--- src/rtl/tdm_rx_frame_buffer.sv ---
// TDM receive frame buffer: deserialises an asynchronous TDM stream into
// per-channel samples, writes them into one of two io_mem banks, and flags
// completed frames and framing errors.
module tdm_rx_frame_buffer #(
   parameter int IO_WIDTH      = 24,
   parameter int SLOT_WIDTH    = 32,
   parameter int NUM_CHANNELS  = 8,
   parameter int CH_ADDR_WIDTH = $clog2(NUM_CHANNELS)
) (
   input  logic                     clk,
   input  logic                     reset_n,
   input  logic                     tdm_bclk,
   input  logic                     tdm_fs,
   input  logic                     tdm_sdata,
   output logic                     io_wr_en,
   output logic [CH_ADDR_WIDTH:0]   io_wr_addr,
   output logic [IO_WIDTH-1:0]      io_wr_data,
   output logic                     frame_done,
   output logic                     frame_bank,
   output logic                     frame_err,
   output logic [7:0]               err_count
);

   localparam int BIT_W = (SLOT_WIDTH > 1) ? $clog2(SLOT_WIDTH) : 1;

   typedef enum logic [1:0] {IDLE, RUN, WAIT_FS} state_t;

   // synchronizer stages; bclk_d3_q is the previous synchronized bclk for edge detect
   logic bclk_s1_q, bclk_s2_q, bclk_d3_q;
   logic fs_s1_q, fs_s2_q;
   logic sdata_s1_q, sdata_s2_q;

   state_t                   state_q;
   logic                     bank_q;
   logic [BIT_W-1:0]         bit_cnt_q;
   logic [CH_ADDR_WIDTH-1:0] slot_cnt_q;
   logic [IO_WIDTH-1:0]      shift_q;
   logic                     done_pend_q;
   logic                     io_wr_en_q;
   logic [CH_ADDR_WIDTH:0]   io_wr_addr_q;
   logic [IO_WIDTH-1:0]      io_wr_data_q;
   logic                     frame_done_q;
   logic                     frame_bank_q;
   logic                     frame_err_q;
   logic [7:0]               err_count_q;

   logic                     bclk_rise;
   logic                     capture;
   logic                     short_err;
   logic [BIT_W-1:0]         cap_bit;
   logic [CH_ADDR_WIDTH-1:0] cap_slot;
   logic [IO_WIDTH-1:0]      shift_d;
   logic                     in_word;
   logic                     wr_hit;
   logic                     last_bit;
   logic                     last_slot;

   // two-flop synchronizers for the serial inputs, plus one extra bclk stage for edge detection
   always_ff @(posedge clk or negedge reset_n) begin
      if (!reset_n) begin
         bclk_s1_q  <= 1'b0;
         bclk_s2_q  <= 1'b0;
         bclk_d3_q  <= 1'b0;
         fs_s1_q    <= 1'b0;
         fs_s2_q    <= 1'b0;
         sdata_s1_q <= 1'b0;
         sdata_s2_q <= 1'b0;
      end else begin
         bclk_s1_q  <= tdm_bclk;
         bclk_s2_q  <= bclk_s1_q;
         bclk_d3_q  <= bclk_s2_q;
         fs_s1_q    <= tdm_fs;
         fs_s2_q    <= fs_s1_q;
         sdata_s1_q <= tdm_sdata;
         sdata_s2_q <= sdata_s1_q;
      end
   end

   // decode the position of the bit being captured; an fs bit always restarts at slot 0 bit 0
   always_comb begin
      bclk_rise = bclk_s2_q & ~bclk_d3_q;
      capture   = bclk_rise & ((state_q == RUN) | fs_s2_q);
      short_err = bclk_rise & (state_q == RUN) & fs_s2_q;
      cap_bit   = fs_s2_q ? '0 : bit_cnt_q;
      cap_slot  = fs_s2_q ? '0 : slot_cnt_q;
      shift_d   = ((fs_s2_q ? {IO_WIDTH{1'b0}} : shift_q) << 1) | IO_WIDTH'(sdata_s2_q);
      in_word   = int'(cap_bit) < IO_WIDTH;
      wr_hit    = int'(cap_bit) == IO_WIDTH - 1;
      last_bit  = int'(cap_bit) == SLOT_WIDTH - 1;
      last_slot = int'(cap_slot) == NUM_CHANNELS - 1;
   end

   // frame FSM: bit/slot counting, sample writes, frame completion and error reporting
   always_ff @(posedge clk or negedge reset_n) begin
      if (!reset_n) begin
         state_q      <= IDLE;
         bank_q       <= 1'b0;
         bit_cnt_q    <= '0;
         slot_cnt_q   <= '0;
         shift_q      <= '0;
         done_pend_q  <= 1'b0;
         io_wr_en_q   <= 1'b0;
         io_wr_addr_q <= '0;
         io_wr_data_q <= '0;
         frame_done_q <= 1'b0;
         frame_bank_q <= 1'b0;
         frame_err_q  <= 1'b0;
         err_count_q  <= '0;
      end else begin
         io_wr_en_q   <= 1'b0;
         frame_done_q <= 1'b0;
         frame_err_q  <= 1'b0;

         // completion follows the last slot's write by one cycle; bank flips with it
         if (done_pend_q) begin
            done_pend_q  <= 1'b0;
            frame_done_q <= 1'b1;
            frame_bank_q <= bank_q;
            bank_q       <= ~bank_q;
         end

         if (capture) begin
            if (in_word) begin
               shift_q <= shift_d;
            end
            if (wr_hit) begin
               io_wr_en_q   <= 1'b1;
               io_wr_addr_q <= {bank_q, cap_slot};
               io_wr_data_q <= shift_d;
               done_pend_q  <= last_slot;
            end
            if (short_err) begin
               frame_err_q <= 1'b1;
               if (err_count_q != 8'hFF) begin
                  err_count_q <= err_count_q + 8'd1;
               end
            end
            if (last_bit) begin
               bit_cnt_q <= '0;
               if (last_slot) begin
                  slot_cnt_q <= '0;
                  state_q    <= WAIT_FS;
               end else begin
                  slot_cnt_q <= cap_slot + CH_ADDR_WIDTH'(1);
                  state_q    <= RUN;
               end
            end else begin
               bit_cnt_q  <= cap_bit + BIT_W'(1);
               slot_cnt_q <= cap_slot;
               state_q    <= RUN;
            end
         end
      end
   end

   assign io_wr_en   = io_wr_en_q;
   assign io_wr_addr = io_wr_addr_q;
   assign io_wr_data = io_wr_data_q;
   assign frame_done = frame_done_q;
   assign frame_bank = frame_bank_q;
   assign frame_err  = frame_err_q;
   assign err_count  = err_count_q;

endmodule

--- config.mk ---
export PLATFORM = sky130hd
export DESIGN_NAME = tdm_rx_frame_buffer
export DESIGN_NICKNAME = d
export VERILOG_FILES = /design/src/rtl/tdm_rx_frame_buffer.sv
export SDC_FILE = /design/constraint.sdc
export NUM_CORES = 1
export LEC_CHECK = 0
export ABC_AREA = 1
export CAP_MARGIN = 0
export CORE_MARGIN = 2
export CORE_UTILIZATION = 57
export CTS_BUF_LIST = sky130_fd_sc_hd__clkbuf_2 sky130_fd_sc_hd__clkbuf_4 sky130_fd_sc_hd__clkbuf_8
export DETAILED_ROUTE_END_ITERATION = 8
export GPL_TIMING_DRIVEN = 0
export PLACE_DENSITY = 0.93
export SLEW_MARGIN = 25
export SYNTH_ARGS = -nofsm -noshare
export SYNTH_HDL_FRONTEND = slang
export SYNTH_SLANG_ARGS = --single-unit
--- constraint.sdc ---
create_clock -name clk -period 2.32 [get_ports clk]
set_clock_uncertainty 0.05 [all_clocks]
set_input_delay 0.348 -clock clk [delete_from_list [all_inputs] [get_ports clk]]
set_output_delay 0.348 -clock clk [all_outputs]
set_load 0.01 [all_outputs]
==> flow_summary.ini <==
[status]
outcome = completed

[global_routing]
grt-busiest-layer = met2
use_met1 = 0.329
grt_max_degree = 44
grt_pass1_wl_um = 14000
grtUsageMet3 = 0.0376
grt_util_met2 = 0.396
grt_pass1_vias = 3058
grt-ovfl-total = 0
track_usage = 0.249
antenna_found_initial = 0

[final_layout]
layout.nets = 505
fin_area_um2 = 4420
drive_above_1_share = 0.0940
antenna_cells = 0
multi_input_area_um2 = 1300
nFillCells = 475
ff_latch_area_um2 = 2050
stdcell_count = 577
syn_to_final_growth_pct = 21.5

[power]
pwr_density_cell_nw_per_um2 = 679
internal-power_w = 0.00225
p_leak_nw = 2.33
p_switching_w = 0.000753
total_power_w = 0.00300
p_seq_frac = 0.517
p_sw_frac = 0.251
comb_power_share = 0.104
pwr-share-clk = 0.379
irDropWorstVdd_mv = 0.362

[synthesis]
netlist_area_um2 = 3630
syn_inst = 438
seq_area_frac_synth = 0.565
yosysWarningCount = 0
syn_nets = 448
yosysTopAreaCell = dfrtp_1
ys_ff_latch = 82
netlist.area_leader.share = 0.565
synth_area_leaders = dfrtp_1, nand2_1, nand3_1, inv_1, nor2_1
synth.distinct_cells = 22
postSynthAreaPerCell_um2 = 8.30

[placed_design]
placed_cells = 560
placed_area_um2 = 4190
port_buffers = 44
gp_congestion = 0.815
hpwlAfterDp_um = 5450
place_ws_ns = 0.347

[critical_path]
cp.required_ns = 2.50
cp-start-kind = flip-flop
cp.arrival_ns = 2.26
cp-end-kind = flip-flop
path_class = flip-flop to flip-flop
path_max_fanout = 9

[floorplan]
core-area_um2 = 6240
die_area_um2 = 7030
ios = 45
start_util = 0.582
die_w_um = 83.8
die-height_um = 83.8
rows = 29

[sta]
worst_slew_pin_slew_ns = 0.516
setup_viol = 0
whs_ns = 0.303
rsz0062_at_grt = no
max_freq_mhz = 481
max_slew_margin = 0.656
period_share = 0.895
setup_ws_ns = 0.243
min_period_ns = 2.08
slew_violations = 0
final-hold-violation-count = 0

[route]
routedWlPerCell_um = 14.0
ant_nets = 0
wirelength_um = 8060
drc = 0
vias = 3043
drt_iter0_markers = 322
drt_pre_antenna_iters = 5
vias_per_cell = 5.27

[flow_run]
max_cap_viol_count = 0

[min_path]
hp-class = flip-flop to flip-flop

[clock_tree]
cts_inserted_buffers = 9
post_cts_buffers = 0
clkSinkCount = 82
cts_resized = 0
clkLatencyLatePin_ns = 0.36
tritoncts = built
cts.path.max_buffers = 2
ctsRootBufferMaster = clkbuf_8
htreeDepth = 3
path_clk_slew_ns = 0.08
## metal layers
layer,wire length [um],part of all wire
met5,0,0
met4,240,0.030
met3,368,0.046
met2,4020,0.50
met1,3430,0.43
## cells in the final DEF (no fill, tap or decap), types with 3 or more instances in the layout
cell	netlist	final
nand2_1	170	170
dfrtp_1	82	82
nand3_1	58	58
clkdlybuf4s50_1	0	43
inv_1	40	40
nor2_1	36	36
buf_2	11	11
o21ai_0	9	9
clkbuf_8	0	9
nand2_2	5	5
ha_1	5	5
buf_4	3	4
buf_6	3	3
xor2_1	3	3
## layout make-up
cell class | instances | area share
plain buffers | 19 | 0.0269
clock buffers | 11 | 0.0315
clock inverters | 5 | 0.0179
inverters | 43 | 0.0371
multi-input cells | 294 | 0.294
flip-flops and latches | 82 | 0.465
well taps | 77 | 0.0218
repair buffers | 46 | 0.106
## sequential cells by signal (all words and copies together), names as in the netlist, 2 cells and up
name,cells
state_q,2
bit_cnt_q,5
err_count,8
io_wr_data,24
io_wr_addr,4
slot_cnt_q,3
shift_q,23
## metrics by stage
step | setup TNS, ns | util
after floorplan | 0 | -
after global placement | -157.50 | 0.668
after detailed placement | 0 | 0.671
after CTS | 0 | 0.707
after global routing | 0 | 0.707
final | 0 | 0.707
## critical path: stages, from the launching register on
cell and delay (ns):
dfrtp_1 0.38, buf_6 0.14, nor2_1 0.19, ha_1 0.23, nand2_1 0.10, nor2_1 0.14, ha_1 0.29, nor2_1 0.09
o21ai_0 0.23, nand2_1 0.10
## what timing repair did
action	in CTS	in global routing
hold endpoints to repair	39	0
setup endpoints to repair	0	0
hold buffers	1	0
## cells by family after synthesis
group           count (synthesis)  share of synthesized area
simple gates                  274                      0.313
flops                          82                      0.565
buf+inv                        62                     0.0778
compound gates                  9                     0.0124
xor+xnor                        5                     0.0121
fa+ha+maj                       5                     0.0172
mux                             1                    0.00310
## cell usage after synthesis
cell and n:
clkbuf_1 2, nand3b_1 1, xnor2_1 2, nor3_2 1
o21ai_0 9, inv_4 1, nand4_1 1, dfrtp_1 82
xor2_1 3, nor2_2 1, nand3_1 58, nand2_1 170
mux2_2 1, buf_6 3, buf_4 3, ha_1 5
inv_1 40, nand2_2 5, nor2_1 36, nand2_4 1
buf_2 11, inv_2 2
## final timing paths
kind,start,end,slack (ns),depth (start not counted)
hold / removal,bclk_s1_q,bclk_s2_q,0.30,0
setup / recovery,fs_s2_q,slot_cnt_q[0],0.24,9
max in group asynchronous,reset_n,state_q[0],1.16,3
min in group asynchronous,reset_n,io_wr_data[7],0.46,2
hold reg to reg,bclk_s1_q,bclk_s2_q,0.30,0
setup reg to reg,fs_s2_q,slot_cnt_q[0],0.24,9
## power groups by stage
| stage | logic [W] | registers (W) | clock network, W |
|---|---|---|---|
| 2_1_floorplan | 0.000158 | 0.00158 | 0 |
| 3_3_place_gp | 0.000286 | 0.00157 | 0 |
| 3_5_place_dp | 0.000310 | 0.00158 | 0 |
| 4_1_cts | 0.000314 | 0.00155 | 0.00115 |
| 5_1_grt | 0.000353 | 0.00156 | 0.00122 |
| 6_report | 0.000311 | 0.00155 | 0.00114 |
Note: power is estimated with default switching activity, not from simulation.
==> patch, RTL diff (same settings) <==
Re-encode `state_t` (3 states) as one-hot, 3 bits wide.
--- a/src/rtl/tdm_rx_frame_buffer.sv
+++ b/src/rtl/tdm_rx_frame_buffer.sv
@@ -25,3 +25,3 @@
 
-   typedef enum logic [1:0] {IDLE, RUN, WAIT_FS} state_t;
+   typedef enum logic [2:0] {IDLE = 3'b001, RUN = 3'b010, WAIT_FS = 3'b100} state_t;
 
Function: no difference found for any inputs over 10 cycles, from zero or initial values and one cycle with reset_n low; not proved beyond that.
==> patch against the original RTL <==
  * First-iteration DRC count decreased by 18%
  * Worst setup slack got worse by 40 ps
  * Total power decreased by 2.9%
  * Sequential cell count increased by 1
  * Area after synthesis increased by 1.7%
  * Die area increased by 1.6%
  * Design area increased by 1.0%
  * Routed wire length decreased by 0.40%
  * Critical endpoint is now slot_cnt_q[2]$_DFFE_PN0P_
==> patch: results (changes against the original RTL) <==
pre-CTS setup slack 192 ps (-155 ps); Tot Pwr 2.91 mW (-2.9%); CP arrival 2350 ps (+90 ps); synth top area cells dfrtp_1, nand2_1, nand3_1; max reg flops 24 (unchanged); mux contribution to synthesized area 0.305% (-0.0051 points); Total GRT Usage 24.2% (-0.68 points); Detailed Route WL 8030 µm (-0.40%); number of global-route vias before repair 2929 (-4.2%); status finished clean; clk buf depth 2 (unchanged); adder-cell area share of the yosys netlist 1.69% (-0.029 points); FF-to-FF End slot_cnt_q[2]$_DFFE_PN0P_; worst slew pin tran 540 ps (+23.4 ps); wire per inst 13.7 µm (-2.1%); largest net degree at the start of global routing 53 (+20%); Logic power comb 0.316 mW (+2%); Seq/Total Area, Yosys 56.2% (-0.23 points); hold slack final 303 ps (+0.301 ps); worst vdd ir 0.366 mV (+1.1%); R2R cell count 10 (+1); placed insts 570 (+1.8%); dpl cell area 4260 µm² (+1.6%); top cells by count, synth nand2_1, dfrtp_1, nand3_1; hold_sp fs_s1_q$_DFF_PN0_; Sw Pwr 0.784 mW (+4.1%); Detailed Routing Iterations Pass 1 4 (-1); DR iter-0 viols 263 (-18%); GPL Wtd Cong 0.869 (+6.6%); worst-path fanout max 10 (+1); syn_nets 458 (+2.2%); synthesized instance count 448 (+2.3%); Vias 3094 (+1.7%); core footprint 6310 µm² (+1.2%); nets 515 (+2.0%); FF-to-FF setup slack 200 ps (-40 ps); Synth Area in Compound Gates 1.66% (+0.42 points); hpwl dp 5500 µm (+0.95%); seq pwr 1.57 mW; first-pass GRT wire length 13700 µm (-2.2%); hold path endpoint fs_s2_q$_DFF_PN0_; share of layout cells above drive strength 1 9.61% (+0.21 points); XOR/XNOR Fraction of Synth Area 1.42% (+0.22 points); CTS root buffer clkbuf_8
patch: worst max path at each step:
stage	start	end	slack, ps	cells past startpoint
after detailed placement	fs_s2_q$_DFF_PN0_	slot_cnt_q[2]$_DFFE_PN0P_	190	10
after CTS	fs_s2_q$_DFF_PN0_	slot_cnt_q[2]$_DFFE_PN0P_	160	10
final	fs_s2_q$_DFF_PN0_	slot_cnt_q[2]$_DFFE_PN0P_	200	10
after global placement	reset_n	io_wr_data[10]$_DFFE_PN0P_	-1950	1
after global routing	fs_s2_q$_DFF_PN0_	slot_cnt_q[2]$_DFFE_PN0P_	20	10
after floorplan	fs_s2_q$_DFF_PN0_	slot_cnt_q[0]$_DFFE_PN0P_	490	10
patch: repair_timing:
action	CTS	global route
endpoints found under the hold margin	31	0
setup endpoints to repair	0	1
resized for setup	0	2
hold buffers	1	0
patch: area by class of cell:
type                       count  area, µm²
sequential                    83       2080
fill                         497       1850
multi-input combinational    297       1340
timing repair buffer          46        475
inverter                      49        184
clock buffer                   9        124
buffer                        19        101
tap                           77       96.3
clock inverter                 7       66.3
patch: logic make-up (layout without fill, tap and decap cells):
| group | after synthesis | after routing |
|---|---|---|
| buf+inv | 68 | 130 |
| fa+ha+maj | 5 | 5 |
| flops | 83 | 83 |
| simple gates | 275 | 275 |
| mux | 1 | 1 |
| xor+xnor | 6 | 6 |
| compound gates | 10 | 10 |
patch: worst max-delay path: stages (launching register included):
cell	delay, ps
dfrtp_1	450
buf_2	220
nor2_2	160
ha_1	210
nand2_1	100
nor3_1	170
ha_2	250
inv_1	100
o21ai_0	80
o21ai_0	100
o21ai_0	160
patch: metal layers:
layer	GRT usage, %	vias up	part of all wire [%]
li1	-	1490	-
met1	32.4	1493	43
met2	39.2	91	51
met3	2.95	20	3.9
met4	12.6	0	2.7
met5	0	-	0
